## config.mk

```make
export PLATFORM = sky130hd
export DESIGN_NAME = bus_arbiter
export DESIGN_NICKNAME = d
export VERILOG_FILES = /design/src/rtl/bus_arbiter.sv
export SDC_FILE = /design/constraint.sdc
export NUM_CORES = 1
export LEC_CHECK = 0
export ABC_CLOCK_PERIOD_IN_PS = 3600
export CORE_UTILIZATION = 35
export CTS_BUF_LIST = sky130_fd_sc_hd__clkbuf_8
export DETAILED_ROUTE_END_ITERATION = 8
export PLACE_DENSITY = 0.78
export SLEW_MARGIN = 20
export SYNTH_ARGS = -nofsm -noshare
export SYNTH_HDL_FRONTEND = slang
export SYNTH_SLANG_ARGS = --single-unit
```

## constraint.sdc

```tcl
create_clock -name clk -period 3.6 [get_ports clk]
set_input_delay 0.72 -clock clk [delete_from_list [all_inputs] [get_ports clk]]
set_output_delay 0.72 -clock clk [all_outputs]
set_load 0.02 [all_outputs]
```

## src/rtl/bus_arbiter.sv

```systemverilog
// Two-requester round-robin bus arbiter driving a single-slave-port bus.
// Latency: req sampled in IDLE -> ack two cycles later; one transaction per 3 cycles.
// Backpressure: requesters hold req until their one-cycle ack; the loser simply waits.
//
// Ports:
//   clk, rst               clock, asynchronous active-high reset
//   req*/we*/a*/wd*        requester command (held until ack)
//   ack*/rd*               one-cycle completion pulse and read data valid with it
//   gnt0/gnt1              one-hot current owner, both low in IDLE
//   bus_we/bus_a/bus_wd    decoder/slave side command
//   bus_rd                 combinational read data from the slave mux
module bus_arbiter (
  input  logic        clk,
  input  logic        rst,
  input  logic        req0,
  input  logic        req1,
  input  logic        we0,
  input  logic        we1,
  input  logic [31:0] a0,
  input  logic [31:0] a1,
  input  logic [31:0] wd0,
  input  logic [31:0] wd1,
  output logic        ack0,
  output logic        ack1,
  output logic [31:0] rd0,
  output logic [31:0] rd1,
  output logic        gnt0,
  output logic        gnt1,
  output logic        bus_we,
  output logic [31:0] bus_a,
  output logic [31:0] bus_wd,
  input  logic [31:0] bus_rd
);

  typedef enum logic [1:0] {IDLE, ADDR, RESP} state_t;

  state_t      state;
  logic        ptr;     // requester favoured on a tie
  logic        owner;   // requester holding the bus in ADDR/RESP
  logic        lat_we;
  logic [31:0] lat_a;
  logic [31:0] lat_wd;
  logic [31:0] rd_reg;
  logic        win;

  // Lone requester wins outright; on a tie the pointer decides.
  assign win = (req0 && req1) ? ptr : req1;

  always_ff @(posedge clk or posedge rst) begin
    if (rst) begin
      state  <= IDLE;
      ptr    <= 1'b0;
      owner  <= 1'b0;
      lat_we <= 1'b0;
      lat_a  <= '0;
      lat_wd <= '0;
      rd_reg <= '0;
    end else begin
      case (state)
        IDLE: begin
          if (req0 || req1) begin
            owner  <= win;
            ptr    <= ~win;
            lat_we <= win ? we1 : we0;
            lat_a  <= win ? a1  : a0;
            lat_wd <= win ? wd1 : wd0;
            state  <= ADDR;
          end
        end
        ADDR: begin
          rd_reg <= bus_rd;
          state  <= RESP;
        end
        RESP: begin
          state <= IDLE;
        end
        default: begin
          state <= IDLE;
        end
      endcase
    end
  end

  // Every output is decoded from flops only, so reset clears them
  // immediately and nothing depends on requester inputs after the grant edge.
  assign gnt0   = (state != IDLE) && !owner;
  assign gnt1   = (state != IDLE) &&  owner;
  assign bus_we = (state == ADDR) && lat_we;
  assign bus_a  = lat_a;
  assign bus_wd = lat_wd;
  assign ack0   = (state == RESP) && !owner;
  assign ack1   = (state == RESP) &&  owner;
  assign rd0    = ack0 ? rd_reg : '0;
  assign rd1    = ack1 ? rd_reg : '0;

endmodule

```

==> impl_metrics.csv, run 1 <==
group,metric,value,unit
setup_path,cp.arrival,2.16,ns
power_and_ir_drop,internal-power,3.88,mW
power_and_ir_drop,pwr-share-seq,32.4,%
power_and_ir_drop,p_total,6.54,mW
setup_path,critical_path_class,"reg2out",
finish,nets,964,
clock_network,cts.root.buffer_cell,"clkbuf_8",
power_and_ir_drop,powerDensity,775,nW/µm²
floorplan,die_height,122,µm
finish,multiInputGateArea,2280,µm²
setup_path,startpoint_type,"flip-flop",
route,first_pass_iters,5,
route,vias,5366,
placed_design,hpwl,13000,µm
grt,antenna_found_initial,1,
sta,max_freq,348,MHz
route,wl_per_cell,18.4,µm
route,wirelength,18100,µm
floorplan,io_pins,299,
power_and_ir_drop,switching_share,40.7,%
logic_synthesis,syn-num-nets,702,
sta,fin_setup_tns,0,ns
sta,period_share,79.9,%
grt,grt.total_usage,23.8,%
finish,area_growth,66.3,%
logic_synthesis,syn_avg_cell_area,9.47,µm²
route,viasPerCell,5.45,
logic_synthesis,synth_top_family_by_area,"compound AO/OA/AOI/OAI gates",
logic_synthesis,synth_compound_area_share,21.1,%
run_status,status,"completed",
sta,rsz0062_at_grt,"no",
power_and_ir_drop,power_frac_comb,53.6,%
clock_network,postCtsSetupBuffers,0,
sta,slew_viol_final,0,
worst_hold_path,holdCritPathClass,"reg2reg",
finish,seq_area,2530,µm²
route,detail-route-antenna-nets,0,
clock_network,post_cts_resized,0,
sta,fin_skew,0.00958,ns
clock_network,clock_latency,0.37,ns
floorplan,rows,43,
floorplan,core_region_area,14000,µm²
floorplan,start_util,36.3,%
sta,hold_viol,0,
clock_network,holdBufCountCts,0,
run,drv_cap,0,
logic_synthesis,synthSimpleGateAreaFrac,16.1,%
clock_network,cts_tree,"yes",
logic_synthesis,synth.distinct_cells,25,
setup_path,required,2.88,ns
logic_synthesis,synth_warnings,0,
finish,fill_cells,1169,
route,drt_iter0_drc,284,
power_and_ir_drop,p_leak,3.25,nW
grt,grt_max_degree,67,
logic_synthesis,synth_area_leaders,"dfrtp_1 50%, and2_1 8.1%, a31oi_1 8.0%",
sta,finalSetupViolations,0,
sta,period_minus_slack,2.88,ns
sta,finalWorstSetupSlack,0.725,ns
clock_network,ctsHtreeMaxLevel,3,
logic_synthesis,netlist_instances,536,
setup_path,crit_path_end_kind,"output pin",
clock_network,cts_made_buffers,9,
logic_synthesis,synth.cell_area,5080,µm²
setup_path,cp_max_fo,33,
power_and_ir_drop,irDropWorstVdd,0.316,mV
logic_synthesis,synth_fa_ha_area_share,0,%
sta,worst_pin_slew,0.734,ns
clock_network,cts_sinks,101,
grt,grt_pass1_wl,27300,µm
logic_synthesis,synth_largest_area_cell,"dfrtp_1",
logic_synthesis,synth.mux.area_fraction,7.10,%
logic_synthesis,ys_seq_area_share,49.8,%
clock_network,clock_path_buffers,2,
sta,maxSlewHeadroom,51.0,%
placed_design,place_worst_setup_slack,1.11,ns
placed_design,gp_congestion,0.857,
floorplan,die-width,122,µm
power_and_ir_drop,switchingPower,2.66,mW
logic_synthesis,synthXorXnorAreaFrac,0,%
route,drc_errors,0,
placed_design,io_buffers,298,
clock_network,clkTransAtPathRegs,0.09,ns
floorplan,dieArea,15000,µm²
logic_synthesis,ys_ff_latch,101,
grt,gr-total-overflow,0,
grt,grt_pass1_vias,5254,
power_and_ir_drop,power_frac_clock,14.0,%
finish,drive_gt1_share,5.11,%
logic_synthesis,yosysTopAreaCellShare,49.8,%
[kinds of logic after synthesis]
family	after synthesis
AO/OA/AOI/OAI	197
AND/OR/NAND/NOR	144
flip-flops	101
buffers and inverters	62
multiplexers	32
[metrics by stage]
step	hold WS, ns	instance area [µm²]	utilization (%)	cells
5_1_grt	0.530	8440	60.3	984
3_3_place_gp	0.476	8180	58.5	967
2_1_floorplan	0.464	5080	-	536
3_5_place_dp	0.493	8180	58.5	967
4_1_cts	0.515	8440	60.3	983
6_report	0.510	8440	60.3	984
[worst max-delay path, stage by stage, from the launching register on]
cell	delay, ns
dfrtp_1	0.46
and3b_1	0.25
buf_4	0.26
and2_1	0.18
clkdlybuf4s50_1	0.63
[cell type report]
type / instances / share of cell area, %
Antenna cell: 1 / 0.0297
Clock buffer: 12 / 1.96
Clock inverter: 4 / 1.11
Inverter: 2 / 0.119
Multi-Input combinational cell: 373 / 27.0
Sequential cell: 101 / 29.9
Tap cell: 180 / 2.67
Timing Repair Buffer: 311 / 37.2
[placed cells by master, fill, tap and decap left out, types with 2 or more instances in the layout]
cell             instances
a21oi_1                 65
a31oi_1                 65
and2_1                  66
buf_12                   5
buf_4                    8
bufinv_16                3
clkbuf_8                12
clkdlybuf4s50_1        297
dfrtp_1                101
mux2_1                  28
mux2_2                   4
nand3_1                 66
nor2_1                   2
nor2_4                   2
nor2b_4                  2
o21ai_0                 57
o21ai_1                  9
[cells in the mapped netlist]
cell and count:
nand3_1 66, dfrtp_1 101, buf_2 26, inv_1 2
nor2_1 3, nor2_2 1, and2_1 66, clkbuf_2 2
nand2b_1 1, nor3b_2 1, nand2_1 1, buf_1 1
and3b_1 1, nor2b_1 2, buf_4 8, o21ai_0 57
mux2_2 4, a21oi_1 65, clkbuf_1 22, o21ai_1 9
o21a_1 1, a31oi_1 65, mux2_1 28, clkbuf_4 1
or2_1 2
[power by group through the flow]
stage                     clock [mW]  combinational, mW  sequential [mW]
after floorplan                    0               1.50             2.45
after global placement             0               3.46             2.10
after detailed placement           0               3.53             2.13
after CTS                      0.933               3.54             2.12
after global routing           0.976               3.76             2.19
final                          0.915               3.50             2.12
[metal layers]
metal | vias to the layer above | routed length, µm | global-route usage [%]
met1 | 2601 | 6860 | 27.4
met5 | - | 0 | 0
met2 | 284 | 9270 | 42.0
met4 | 0 | 298 | 8.69
met3 | 28 | 1620 | 6.32
li1 | 2453 | - | -
[path summary, 6_finish.rpt]
kind	depth (start not counted)	to	slack [ns]	startpoint
max	4	rd1[3]	0.72	state[0]
min	1	rd_reg[1]	0.51	rd_reg[1]
max reg2reg	4	bus_wd[8]	1.68	state[0]
min reg2reg	1	rd_reg[1]	0.51	rd_reg[1]
max in group asynchronous	3	rd_reg[15]	2.08	rst
min in group asynchronous	2	bus_a[13]	0.78	rst
No activity file was read; power rests on OpenSTA's default activity.
==> run 2: changes to the inputs <==
- ABC_CLOCK_PERIOD_IN_PS: 3600 -> 2800
- CORE_UTILIZATION: 35 -> 39
- PLACE_DENSITY: 0.78 -> 0.83
- clock period: 3.6 -> 2.8 ns (I/O delays scaled with it)
==> impl_metrics.csv, run 2 (synthesis results as in run 1) <==
group,metric,value,unit
clock_network,clock_path_buffers,2,
finish,antennaDiodeCount,0,
finish,drive_gt1_share,5.47,%
grt,gr-total-overflow,0,
sta,period_minus_slack,2.67,ns
route,drt_iter0_drc,330,
clock_network,cts.root.buffer_cell,"clkbuf_8",
floorplan,dieArea,13500,µm²
sta,slew_viol_final,0,
setup_path,crit_chain,"and3b_1, buf_6, and2_1, clkdlybuf4s50_1",
power_and_ir_drop,pwr-share-seq,32.7,%
route,viasPerCell,5.41,
clock_network,clkTransAtPathRegs,0.10,ns
power_and_ir_drop,powerDensity,974,nW/µm²
sta,rsz0062_at_grt,"no",
sta,max_freq,374,MHz
sta,finalSetupViolations,0,
placed_design,gp_congestion,0.819,
power_and_ir_drop,internal-power,4.83,mW
sta,worst_pin_slew,0.710,ns
floorplan,core_region_area,12700,µm²
setup_path,startpoint_type,"flip-flop",
sta,hold_viol,0,
worst_hold_path,min_delay_path_depth,1,
placed_design,hpwl,12900,µm
floorplan,io_pins,299,
route,vias,5283,
run_status,status,"completed",
grt,grt_pass1_wl,26700,µm
setup_path,cp.arrival,2.11,ns
clock_network,cts_sinks,101,
clock_network,ctsHtreeMaxLevel,3,
sta,period_share,95.4,%
grt,grt_pass1_vias,5221,
power_and_ir_drop,power_frac_clock,12.3,%
grt,grt_max_degree,67,
floorplan,die-width,116,µm
setup_path,crit_buf_inv,2,
setup_path,crit_family,"buffers and inverters",
power_and_ir_drop,switchingPower,3.37,mW
route,wirelength,18000,µm
setup_path,path_depth,4,
setup_path,critical_path.max_stage_delay,0.62,ns
grt,grt.total_usage,26.0,%
route,detail-route-antenna-nets,0,
worst_hold_path,holdCritPathClass,"reg2reg",
power_and_ir_drop,switching_share,41.1,%
finish,area_growth,65.6,%
setup_path,cp_max_fo,33,
grt,antenna_found_initial,0,
floorplan,die_height,116,µm
setup_path,r2r_slack,1.15,ns
clock_network,cts_made_buffers,9,
clock_network,clock_latency,0.36,ns
clock_network,cts_tree,"yes",
floorplan,rows,41,
setup_path,critical_path_class,"reg2out",
setup_path,crit_path_end_kind,"output pin",
power_and_ir_drop,power_frac_comb,54.9,%
sta,fin_setup_tns,0,ns
setup_path,cp_slowest_cell,"clkdlybuf4s50_1",
finish,final_cell_mix,"297 x clkdlybuf4s50_1, 101 x dfrtp_1, 66 x nand3_1, 66 x and2_1",
run,drv_cap,0,
finish,layout.cells.most_common,"clkdlybuf4s50_1",
route,drc_errors,0,
finish,final_core_util,66.4,%
setup_path,r2r_cells,4,
setup_path,required,2.24,ns
route,first_pass_iters,5,
finish,nets,966,
placed_design,io_buffers,298,
clock_network,holdBufCountCts,0,
power_and_ir_drop,irDropWorstVdd,0.438,mV
power_and_ir_drop,p_leak,3.24,nW
floorplan,start_util,40.1,%
sta,maxSlewHeadroom,52.7,%
route,wl_per_cell,18.4,µm
sta,fin_skew,0.00854,ns
-- run 2: cell count changes in the layout (fill, tap and decap cells not counted), sizes merged --
cell	before	now
clkbuf	12	13
diode	1	0
buf	14	16
bufinv	3	1
clkinvlp	0	1
-- run 2: timing repair --
action	4_1_cts	5_1_grt
gates resized for setup	0	2
setup endpoints to repair	0	10
setup buffers	0	0
-- run 2: through the flow --
step	setup slack [ns]	cell area, µm²	hold WS (ns)	std cells	total power [mW]
after floorplan	0.922	5080	0.464	536	5.09
after global placement	0.321	8160	0.479	960	7.07
after detailed placement	0.478	8180	0.487	961	7.19
after CTS	0.0530	8400	0.510	977	8.22
after global routing	0.0267	8410	0.529	977	8.67
final	0.130	8410	0.507	977	8.19
-- run 2: worst reg2reg max path, cell delays in order (launching register included) --
cell and delay (ns):
dfrtp_1 0.45, nor2_4 0.14, buf_4 0.58, a21oi_1 0.16, a31oi_1 0.23
-- run 2: path summary, 6_finish.rpt --
check                        endpoint       start
max                           rd1[21]    state[0]
min                        rd_reg[15]  rd_reg[15]
max reg2reg                bus_wd[31]    state[0]
min reg2reg                rd_reg[15]  rd_reg[15]
max in group asynchronous    bus_a[1]         rst
min in group asynchronous  rd_reg[15]         rst
-- run 2: cell type report --
class	instances	area, µm²
sequential	101	2530
multi-input combinational	373	2270
clock inverter	3	42.5
fill	961	4260
clock buffer	13	179
tap	172	215
timing repair buffer	313	3160
inverter	2	11.3
-- run 2: power by group through the flow --
stage	registers (mW)	clock network (mW)	logic [mW]
after floorplan	3.15	0	1.94
after CTS	2.68	1.03	4.51
after detailed placement	2.70	0	4.50
after global placement	2.67	0	4.40
final	2.68	1.01	4.50
after global routing	2.77	1.09	4.80
-- run 2: per-layer routing --
layer | routed length, µm | vias up | GRT usage (%)
met1 | 6770 | 2475 | 29.4
met4 | 617 | 0 | 12.5
met3 | 1690 | 52 | 7.74
li1 | - | 2458 | -
met2 | 8910 | 298 | 44.8
met5 | 0 | - | 0
==> run 3: changes to the inputs <==
- SETUP_SLACK_MARGIN: not set -> 0.1
==> impl_metrics.csv, run 3 (synthesis results as in run 1) <==
group,metric,value,unit
run_status,status,"completed",
route,wl_per_cell,18.6,µm
floorplan,dieArea,13500,µm²
worst_hold_path,holdCritPathClass,"reg2reg",
sta,slew_viol_final,0,
floorplan,io_pins,299,
clock_network,ctsHtreeMaxLevel,3,
sta,maxSlewHeadroom,52.1,%
setup_path,crit_start,"state[0]",
grt,grt_pass1_vias,5236,
clock_network,post_cts_resized,1,
clock_network,postCtsSetupBuffers,0,
clock_network,cts_made_buffers,9,
sta,fin_skew,0.0114,ns
route,drt_iter0_drc,313,
power_and_ir_drop,power_frac_clock,12.3,%
finish,final_cell_mix,"278 x clkdlybuf4s50_1, 100 x dfrtp_1, 66 x nand3_1, 66 x and2_1",
grt,grt_pass1_wl,26800,µm
setup_path,worst_r2r_startpoint,"state[0]",
finish,layoutNonFillerInstCount,978,
run,drv_cap,0,
setup_path,path_depth,4,
clock_network,holdBufCountCts,0,
floorplan,start_util,40.1,%
sta,hold_viol,0,
finish,layout.cells.most_common,"clkdlybuf4s50_1",
clock_network,cts_sinks,101,
power_and_ir_drop,pwr-share-seq,32.8,%
floorplan,die_height,116,µm
finish,nets,966,
route,drc_errors,0,
placed_design,gp_congestion,0.819,
clock_network,cts.root.buffer_cell,"clkbuf_8",
setup_path,crit_family,"buffers and inverters",
route,detail-route-antenna-nets,0,
sta,period_minus_slack,2.64,ns
power_and_ir_drop,irDropWorstVdd,0.437,mV
power_and_ir_drop,switching_share,41.2,%
grt,grt_max_degree,67,
grt,grt.total_usage,26.0,%
setup_path,r2r_cells,4,
setup_path,cp_max_fo,33,
power_and_ir_drop,powerDensity,970,nW/µm²
route,vias,5344,
power_and_ir_drop,switchingPower,3.38,mW
floorplan,rows,41,
finish,multiInputGateArea,2270,µm²
route,viasPerCell,5.46,
clock_network,clock_latency,0.37,ns
grt,gr-total-overflow,0,
sta,fin_setup_tns,0,ns
route,first_pass_iters,5,
power_and_ir_drop,internal-power,4.82,mW
grt,antenna_found_initial,0,
worst_hold_path,hold_start,"rd_reg[15]",
route,wirelength,18200,µm
setup_path,cp.arrival,2.08,ns
floorplan,die-width,116,µm
sta,finalSetupViolations,0,
sta,rsz0062_at_grt,"yes",
setup_path,required,2.24,ns
power_and_ir_drop,p_leak,3.58,nW
placed_design,dpl.cell_count,961,
finish,fill_cells,949,
sta,worst_pin_slew,0.718,ns
clock_network,clock_path_buffers,2,
placed_design,hpwl,12900,µm
setup_path,crit_buf_inv,2,
setup_path,critical_path_class,"reg2out",
finish,final_core_util,66.8,%
sta,max_freq,379,MHz
setup_path,critical_path.max_stage_delay,0.62,ns
sta,period_share,94.2,%
clock_network,clkTransAtPathRegs,0.10,ns
finish,area_growth,66.7,%
setup_path,crit_chain,"and3b_1, buf_6, and2_1, clkdlybuf4s50_1",
setup_path,cp_slowest_cell,"clkdlybuf4s50_1",
power_and_ir_drop,power_frac_comb,54.9,%
finish,seq_area,2530,µm²
setup_path,crit_path_end_kind,"output pin",
placed_design,io_buffers,298,
floorplan,core_region_area,12700,µm²
clock_network,cts_tree,"yes",
worst_hold_path,min_delay_path_depth,1,
finish,drive_gt1_share,5.59,%
setup_path,startpoint_type,"flip-flop",
-- run 3: cell count changes in the layout (fill, tap and decap cells not counted), sizes merged --
cell | before | now
clkdlybuf4s50 | 297 | 278
dlymetal6s2s | 0 | 19
diode | 0 | 1
-- run 3: path summary, 6_finish.rpt --
check                        endpoint  slack, ns
max                            rd1[7]       0.16
min                        rd_reg[15]       0.51
max reg2reg                bus_wd[31]       1.14
min reg2reg                rd_reg[15]       0.51
max in group asynchronous    bus_a[1]       1.54
min in group asynchronous  rd_reg[15]       0.62
-- run 3: stage by stage --
step	total power [mW]	cell area [µm²]	setup slack, ns	hold slack, ns
after floorplan	5.09	5080	0.922	0.464
after global placement	7.07	8160	0.321	0.479
after detailed placement	7.19	8180	0.478	0.487
after CTS	8.22	8400	0.107	0.510
after global routing	8.66	8460	0.0881	0.534
final	8.20	8460	0.164	0.507
-- run 3: routing by layer --
| layer | track usage (%) | part of all wire (%) | vias to the layer above |
|---|---|---|---|
| met4 | 12.6 | 3.8 | 0 |
| met5 | 0 | 0 | - |
| li1 | - | - | 2460 |
| met2 | 44.8 | 49 | 307 |
| met1 | 29.1 | 38 | 2519 |
| met3 | 8.21 | 9.6 | 58 |
-- run 3: area by class of cell --
class / instances / share of cell area (%)
Multi-Input combinational cell: 373 / 26.9
Sequential cell: 101 / 29.9
Clock inverter: 3 / 0.503
Clock buffer: 13 / 2.12
Timing Repair Buffer: 313 / 37.9
Antenna cell: 1 / 0.0296
Inverter: 2 / 0.133
Tap cell: 172 / 2.54
-- run 3: power by group through the flow --
stage / Combinational [mW] / Sequential [mW] / Clock [mW]
2_1_floorplan: 1.94 / 3.15 / 0
3_3_place_gp: 4.40 / 2.67 / 0
3_5_place_dp: 4.50 / 2.70 / 0
4_1_cts: 4.51 / 2.68 / 1.03
5_1_grt: 4.80 / 2.77 / 1.09
6_report: 4.50 / 2.69 / 1.01
